**config.mk**
```make
export PLATFORM = sky130hd
export DESIGN_NAME = ahb_slave_if
export DESIGN_NICKNAME = d
export VERILOG_FILES = /design/src/rtl/ahb_apb_pkg.sv /design/src/rtl/ahb_addr_decode.sv /design/src/rtl/ahb_slave_if.sv
export SDC_FILE = /design/constraint.sdc
export NUM_CORES = 1
export LEC_CHECK = 0
export CAP_MARGIN = 15
export CORE_MARGIN = 2
export CORE_UTILIZATION = 40
export CTS_BUF_LIST = sky130_fd_sc_hd__clkbuf_16
export CTS_CLUSTER_SIZE = 30
export DETAILED_ROUTE_END_ITERATION = 6
export GPL_TIMING_DRIVEN = 0
export PLACE_DENSITY = 0.83
export SLEW_MARGIN = 0
export SYNTH_ARGS = -nofsm -noshare
export SYNTH_HDL_FRONTEND = slang
export SYNTH_SLANG_ARGS = --single-unit
```
**constraint.sdc**
```tcl
create_clock -name hclk -period 4.1 [get_ports hclk]
set_clock_uncertainty 0.1 [all_clocks]
set_input_delay 0.82 -clock hclk [delete_from_list [all_inputs] [get_ports hclk]]
set_output_delay 0.82 -clock hclk [all_outputs]
set_load 0.03 [all_outputs]
```
**src/rtl/ahb_apb_pkg.sv**
```systemverilog
// Shared constants and types for the AHB-to-APB bridge: AHB encodings,
// error-response FSM states and the default peripheral address map.
package ahb_apb_pkg;

  localparam logic [1:0] HTRANS_IDLE   = 2'b00;
  localparam logic [1:0] HTRANS_BUSY   = 2'b01;
  localparam logic [1:0] HTRANS_NONSEQ = 2'b10;
  localparam logic [1:0] HTRANS_SEQ    = 2'b11;

  localparam logic [1:0] HRESP_OKAY  = 2'b00;
  localparam logic [1:0] HRESP_ERROR = 2'b01;

  localparam logic [31:0] DEF_SLV0_BASE = 32'h8000_0000;
  localparam logic [31:0] DEF_SLV1_BASE = 32'h8400_0000;
  localparam logic [31:0] DEF_SLV2_BASE = 32'h8800_0000;
  localparam logic [31:0] DEF_WIN_SIZE  = 32'h0400_0000;

  typedef enum logic [1:0] {
    ST_OKAY = 2'b00,
    ST_ERR1 = 2'b01,
    ST_ERR2 = 2'b10
  } err_state_e;

  // Window hit test on the bits above the (power-of-two) window size only;
  // base and size are constants, so this reduces to an equality compare.
  function automatic logic in_window(input logic [31:0] addr,
                                     input logic [31:0] base,
                                     input logic [31:0] size);
    return ((addr ^ base) & ~(size - 32'd1)) == 32'd0;
  endfunction

endpackage

```
**src/rtl/ahb_addr_decode.sv**
```systemverilog
// Combinational haddr to one-hot peripheral select for the bridge's slave windows.
module ahb_addr_decode
  import ahb_apb_pkg::*;
#(
  parameter logic [31:0] SLV0_BASE = DEF_SLV0_BASE,
  parameter logic [31:0] SLV1_BASE = DEF_SLV1_BASE,
  parameter logic [31:0] SLV2_BASE = DEF_SLV2_BASE,
  parameter logic [31:0] WIN_SIZE  = DEF_WIN_SIZE
) (
  input  logic [31:0] haddr,
  output logic [2:0]  temp_sel
);

  localparam logic [2:0][31:0] BASES = {SLV2_BASE, SLV1_BASE, SLV0_BASE};

  for (genvar gi = 0; gi < 3; gi++) begin : g_win
    assign temp_sel[gi] = in_window(haddr, BASES[gi], WIN_SIZE);
  end

endmodule

```
**src/rtl/ahb_slave_if.sv**
```systemverilog
// AHB-side front end of the AHB-to-APB bridge: transfer qualification, slave
// decode, free-running address/data/direction delay lines and ERROR response.
module ahb_slave_if
  import ahb_apb_pkg::*;
#(
  parameter logic [31:0] SLV0_BASE = DEF_SLV0_BASE,
  parameter logic [31:0] SLV1_BASE = DEF_SLV1_BASE,
  parameter logic [31:0] SLV2_BASE = DEF_SLV2_BASE,
  parameter logic [31:0] WIN_SIZE  = DEF_WIN_SIZE
) (
  input  logic        hclk,
  input  logic        hresetn,
  input  logic        hwrite,
  input  logic        hready_in,
  input  logic [1:0]  htrans,
  input  logic [31:0] haddr,
  input  logic [31:0] hwdata,
  output logic        valid,
  output logic [2:0]  temp_sel,
  output logic [31:0] haddr1,
  output logic [31:0] haddr2,
  output logic [31:0] hwdata1,
  output logic [31:0] hwdata2,
  output logic        hwrite_reg,
  output logic        hwrite_reg1,
  output logic [1:0]  hresp,
  output logic        err_readyout
);

  err_state_e state, state_next;
  logic       active;
  logic       err_req;

  ahb_addr_decode #(
    .SLV0_BASE (SLV0_BASE),
    .SLV1_BASE (SLV1_BASE),
    .SLV2_BASE (SLV2_BASE),
    .WIN_SIZE  (WIN_SIZE)
  ) u_decode (
    .haddr    (haddr),
    .temp_sel (temp_sel)
  );

  assign active  = hresetn && hready_in &&
                   (htrans == HTRANS_NONSEQ || htrans == HTRANS_SEQ);
  assign valid   = active && (temp_sel != 3'b000) && (state != ST_ERR1);
  assign err_req = active && (temp_sel == 3'b000);

  // Delay lines run every cycle regardless of hready_in; the controller
  // depends on the fixed 1- and 2-cycle alignment.
  always_ff @(posedge hclk or negedge hresetn) begin
    if (!hresetn) begin
      haddr1      <= '0;
      haddr2      <= '0;
      hwdata1     <= '0;
      hwdata2     <= '0;
      hwrite_reg  <= 1'b0;
      hwrite_reg1 <= 1'b0;
    end else begin
      haddr1      <= haddr;
      haddr2      <= haddr1;
      hwdata1     <= hwdata;
      hwdata2     <= hwdata1;
      hwrite_reg  <= hwrite;
      hwrite_reg1 <= hwrite_reg;
    end
  end

  always_ff @(posedge hclk or negedge hresetn) begin
    if (!hresetn) state <= ST_OKAY;
    else          state <= state_next;
  end

  // Two-cycle ERROR: first cycle stalls the master, second completes it.
  always_comb begin
    state_next   = state;
    hresp        = HRESP_OKAY;
    err_readyout = 1'b1;
    case (state)
      ST_OKAY: begin
        if (err_req) state_next = ST_ERR1;
      end
      ST_ERR1: begin
        hresp        = HRESP_ERROR;
        err_readyout = 1'b0;
        state_next   = ST_ERR2;
      end
      ST_ERR2: begin
        hresp      = HRESP_ERROR;
        state_next = err_req ? ST_ERR1 : ST_OKAY;
      end
      default: state_next = ST_OKAY;
    endcase
  end

endmodule

```
==> results of run 1 <==
## kinds of logic (layout without fill, tap and decap cells)
group,after synthesis,count (layout),synth area share (%)
muxes,1,1,0.4300
AOI/OAI and AO/OA,4,4,1.004
buffers and inverters,4,241,0.5377
adders and majority gates,5,5,1.792
other,1,1,0.1074
and+or+nand+nor,8,8,1.505
DFF,132,132,94.62
## report_power, final
part	internal [W]	switching [W]	leakage (nW)
sequential	0.00138	0.0000366	1.54
clock	0.000899	0.000552	0.279
combinational	0.000219	0.000260	0.897
## worst max path at each step
| stage | start | to | depth (start not counted) |
|---|---|---|---|
| 4_1_cts | haddr[29] | valid | 5 |
| 2_1_floorplan | haddr[29] | valid | 3 |
| 3_5_place_dp | haddr[29] | valid | 5 |
| 6_report | haddr[29] | valid | 5 |
| 5_1_grt | haddr[29] | valid | 5 |
| 3_3_place_gp | hresetn | valid | 4 |
## synthesized netlist by cell type, drive strengths merged
cell type / number
a21bo: 1
a21o: 1
a2bb2oi: 1
buf: 1
conb: 1
dfrtp: 132
ha: 5
inv: 3
mux2: 1
nand3: 1
nor2: 1
nor3: 3
nor3b: 2
o2bb2ai: 1
or4b: 1
## critical path, cell delays in order
cell and delay, ps:
clkdlybuf4s50_1 420, or4b_4 580, a21o_1 180, nor3_1 160, clkdlybuf4s50_1 700
## layer usage
layer	share of wire [%]	up-vias	GRT usage, %
met5	0	-	0
met4	1.3	0	6.731
met3	6.1	6	6.475
met2	56	107	33.42
met1	37	1070	21.25
li1	-	945	-
## metrics by stage
stage	area, µm²	total power, W
floorplan	3491	0.001648
global placement	5668	0.001901
detailed placement	5697	0.001916
CTS	6281	0.003382
global route	6281	0.003476
finish	6281	0.003344
## placed cells by master (no fill, tap or decap), drive strengths merged
master and instances:
a21bo 1, a21o 1, a2bb2oi 1, buf 3, bufinv 2, clkbuf 17
clkdlybuf4s50 203, clkinv 6, clkinvlp 4, conb 1, dfrtp 132, ha 5
inv 6, mux2 1, nand3 1, nor2 1, nor3 3, nor3b 2
o2bb2ai 1, or4b 1
## cell type report
class / count / area (µm²)
inverter: 3 / 11.26
fill: 540 / 2312
timing repair buffer: 205 / 2071
multi-input combinational: 19 / 168.9
clock inverter: 15 / 158.9
sequential: 132 / 3303
buffer: 1 / 7.507
clock buffer: 17 / 425.4
tap: 108 / 135.1
==> impl_metrics.ini, run 1 <==
[outcome]
status = complete, no violations

[cells_and_area]
final_cells = 500
fin_util_pct = 73.09
drive_above_1_share_pct = 9.439
area_growth_pct = 79.93
fin_nets = 454
diodes = 0

[clocking]
clockRootBuffer = clkbuf_16
clk_latency_ps = 390
cts_max_level = 4
ctsLongestPathBuffers = 2
cts_tree = built
cts_setup_buffers = 0
clkTransAtPathRegs_ps = 60
cts_sinks = 132
post_cts_resized = 0
hold_buffers = 0
cts_buffers = 17

[detailed_routing]
drc = 0
avgRoutedWirePerCell_um = 17.14
first_pass_iters = 4
drtIter0Drc = 54
post_drt_via_cell_ratio = 4.256
drt_wl_total_um = 8571
final_antenna_net_count = 0
vias = 2128

[global_route]
overflow = 0
antenna_found_initial = 0
track_usage_pct = 18.89
grt_max_degree = 75
grt_pass1_vias = 2364
grt_pass1_wl_um = 13410

[power]
power_leakage_nw = 2.716
irDropWorstVdd_uv = 391.4
powerDensity_mw_per_mm2 = 532.3

[floorplan]
start_util_pct = 40.62
placementRows = 34
coreArea_mm2 = 0.008593
die_h_um = 97.42
die-area_mm2 = 0.009491
ioPinCount = 207
dieWidth_um = 97.42

[synthesis]
synth.avg_cell_area_um2 = 22.52
ys_seq_area_share_pct = 94.62
synth_cells = 155
ys_seq_elements = 132
synth_top_area_share_pct = 94.62
ys_warn_count = 0
synth_area_leader_cell = dfrtp_1
synth_cell_types = 15
syn-num-nets = 230
synth_area_leaders = dfrtp_1, ha_1, nor3_1
synth.cell_area_mm2 = 0.003491

[timing]
slew_headroom_pct = 63.30
whs_ps = 270.1
period_minus_slack_ps = 3784
period_share_pct = 92.30
max_freq_mhz = 264.3
worst_slew_pin_slew_ps = 550.4
worst_slack_ps = 315.8
rsz0062_at_grt = no
hold_violations = 0
maxSlewViolCount = 0
setup_viol = 0
finalSetupTns_ps = 0

[setup_path]
start_kind = input pin
r2r_setup_slack_ps = 2360
critPathCaptureType = output port
worst-setup-path-type = input pin to output port
crit_fanout = 5
r2r_cells = 5
cp.required_ps = 3180
worstPathArrival_ps = 2860
r2r_end = state[1]
reg2reg_from = state[0]

[placement]
dp_cells = 468
place_ws_ps = 323.3
routabilityCongestion = 0.7919
hpwlAfterDp_um = 6253
portBuffers = 204

[hold_path]
hold_start = hwdata1[31]
hold_end = hwdata2[31]
holdPathStages = 0
hold_path_class = register to register

[job]
max-cap-violations = 0
No activity file was read; power rests on OpenSTA's default activity.
==> inputs of run 2 (changes only) <==
--- a/config.mk
+++ b/config.mk
@@ -7,12 +7,12 @@
 export LEC_CHECK = 0
 export CAP_MARGIN = 15
 export CORE_MARGIN = 2
-export CORE_UTILIZATION = 40
+export CORE_UTILIZATION = 37
 export CTS_BUF_LIST = sky130_fd_sc_hd__clkbuf_16
 export CTS_CLUSTER_SIZE = 30
 export DETAILED_ROUTE_END_ITERATION = 6
 export GPL_TIMING_DRIVEN = 0
-export PLACE_DENSITY = 0.83
+export PLACE_DENSITY = 0.77
 export SLEW_MARGIN = 0
 export SYNTH_ARGS = -nofsm -noshare
 export SYNTH_HDL_FRONTEND = slang
==> constraint.sdc (replaced) <==
create_clock -name hclk -period 4.34 [get_ports hclk]
set_clock_uncertainty 0.1 [all_clocks]
set_input_delay 0.868 -clock hclk [delete_from_list [all_inputs] [get_ports hclk]]
set_output_delay 0.868 -clock hclk [all_outputs]
set_load 0.03 [all_outputs]
==> impl_metrics.ini, run 2 (synthesis results as in run 1) <==
[job]
max-cap-violations = 0

[floorplan]
die_h_um = 101.1
start_util_pct = 37.96
die-area_mm2 = 0.01023
dieWidth_um = 101.1
coreArea_mm2 = 0.009196
ioPinCount = 207
placementRows = 35

[power]
powerDensity_mw_per_mm2 = 509.6
irDropWorstVdd_uv = 295.0
p_total_w = 0.003214
power_leakage_nw = 2.724

[timing]
finalSetupTns_ps = 0
slew_headroom_pct = 58.32
hold_violations = 0
maxSlewViolCount = 0
rsz0062_at_grt = no
worst_slew_pin_slew_ps = 625.3
setup_viol = 0
whs_ps = 267.6
period_share_pct = 89.98
max_freq_mhz = 256.1
period_minus_slack_ps = 3905

[cells_and_area]
fin_nets = 454
layout_commonest_cell = clkdlybuf4s50_1
final_cell_mix = clkdlybuf4s50_1, dfrtp_1, clkbuf_16, ha_1
fin_util_pct = 68.57
diodes = 0
area_growth_pct = 80.65
drive_above_1_share_pct = 9.184

[placement]
portBuffers = 204
routabilityCongestion = 0.7248
hpwlAfterDp_um = 5963

[clocking]
cts_sinks = 132
cts_max_level = 4
cts_setup_buffers = 0
clockRootBuffer = clkbuf_16
hold_buffers = 0
post_cts_resized = 0
cts_tree = built
ctsLongestPathBuffers = 2
cts_buffers = 17
clk_latency_ps = 390
clkTransAtPathRegs_ps = 50

[detailed_routing]
first_pass_iters = 4
drc = 0
post_drt_via_cell_ratio = 4.217
final_antenna_net_count = 0
avgRoutedWirePerCell_um = 16.08
drtIter0Drc = 40
drt_wl_total_um = 8086
vias = 2121

[setup_path]
worst-setup-path-type = input pin to output port
crit_fanout = 5
cp.required_ps = 3370
critPathCaptureType = output port
worstPathArrival_ps = 2940
start_kind = input pin

[global_route]
grt_max_degree = 70
antenna_found_initial = 0
overflow = 0
track_usage_pct = 16.12
grt_pass1_vias = 2210
grt_pass1_wl_um = 11970

[outcome]
status = complete, no violations

[hold_path]
hold_path_class = register to register
-- run 2: cell types whose count changed in the layout (fill, tap and decap cells not counted), sizes merged --
cell    previous run  this run
bufinv             2         3
inv                6         8
clkinv             6         3
-- run 2: power by group --
group          switching, W  total, W  internal (W)
clock network      0.000522   0.00143      0.000908
logic              0.000244  0.000451      0.000207
registers         0.0000328   0.00133       0.00130
total              0.000799   0.00321       0.00241
-- run 2: per-stage QoR --
stage          instance area, µm²  setup WS [ps]  cells
6_report                     6306          434.7    503
4_1_cts                      6306          428.6    503
3_3_place_gp                 5672          -3698    470
2_1_floorplan                3491           1090    155
5_1_grt                      6306          354.3    503
3_5_place_dp                 5700          445.5    471
-- run 2: critical path, cell delays in order --
cell,delay [ps]
clkdlybuf4s50_1,430
or4b_4,580
a21o_1,190
nor3_1,170
clkdlybuf4s50_1,700
-- run 2: metal layers --
layer  global-route usage (%)  part of all wire [%]  vias up
met5                        0                     0        -
met4                    6.757                   1.6        0
met3                    7.177                   8.7        9
met2                    27.71                    55      116
met1                    17.32                    35     1044
li1                         -                     -      952
-- run 2: layout make-up --
type | count | area [µm²]
flip-flops and latches | 132 | 3303
plain buffers | 1 | 7.507
clock buffers | 17 | 425.4
inverters | 3 | 11.26
clock inverters | 15 | 180.2
multi-input cells | 19 | 168.9
well taps | 111 | 138.9
fillers | 630 | 2890
repair buffers | 205 | 2071
-- run 2: worst paths after layout --
path / start / end / slack [ps] / depth (start not counted)
setup / recovery: haddr[29] / valid / 430 / 5
max in group asynchronous: hresetn / hwdata2[13] / 3060 / 2
min in group asynchronous: hresetn / haddr2[16] / 370 / 1
setup reg to reg: state[0] / state[1] / 2650 / 5
hold / removal: haddr1[1] / haddr2[1] / 270 / 0
hold reg to reg: haddr1[1] / haddr2[1] / 270 / 0
==> inputs of run 3 (changes only) <==
--- a/config.mk
+++ b/config.mk
@@ -9,7 +9,7 @@
 export CORE_MARGIN = 2
 export CORE_UTILIZATION = 37
 export CTS_BUF_LIST = sky130_fd_sc_hd__clkbuf_16
-export CTS_CLUSTER_SIZE = 30
+export CTS_CLUSTER_SIZE = 24
 export DETAILED_ROUTE_END_ITERATION = 6
 export GPL_TIMING_DRIVEN = 0
 export PLACE_DENSITY = 0.77
==> results of run 3 <==
Final layout, timing and power as in run 2 (identical DEF).
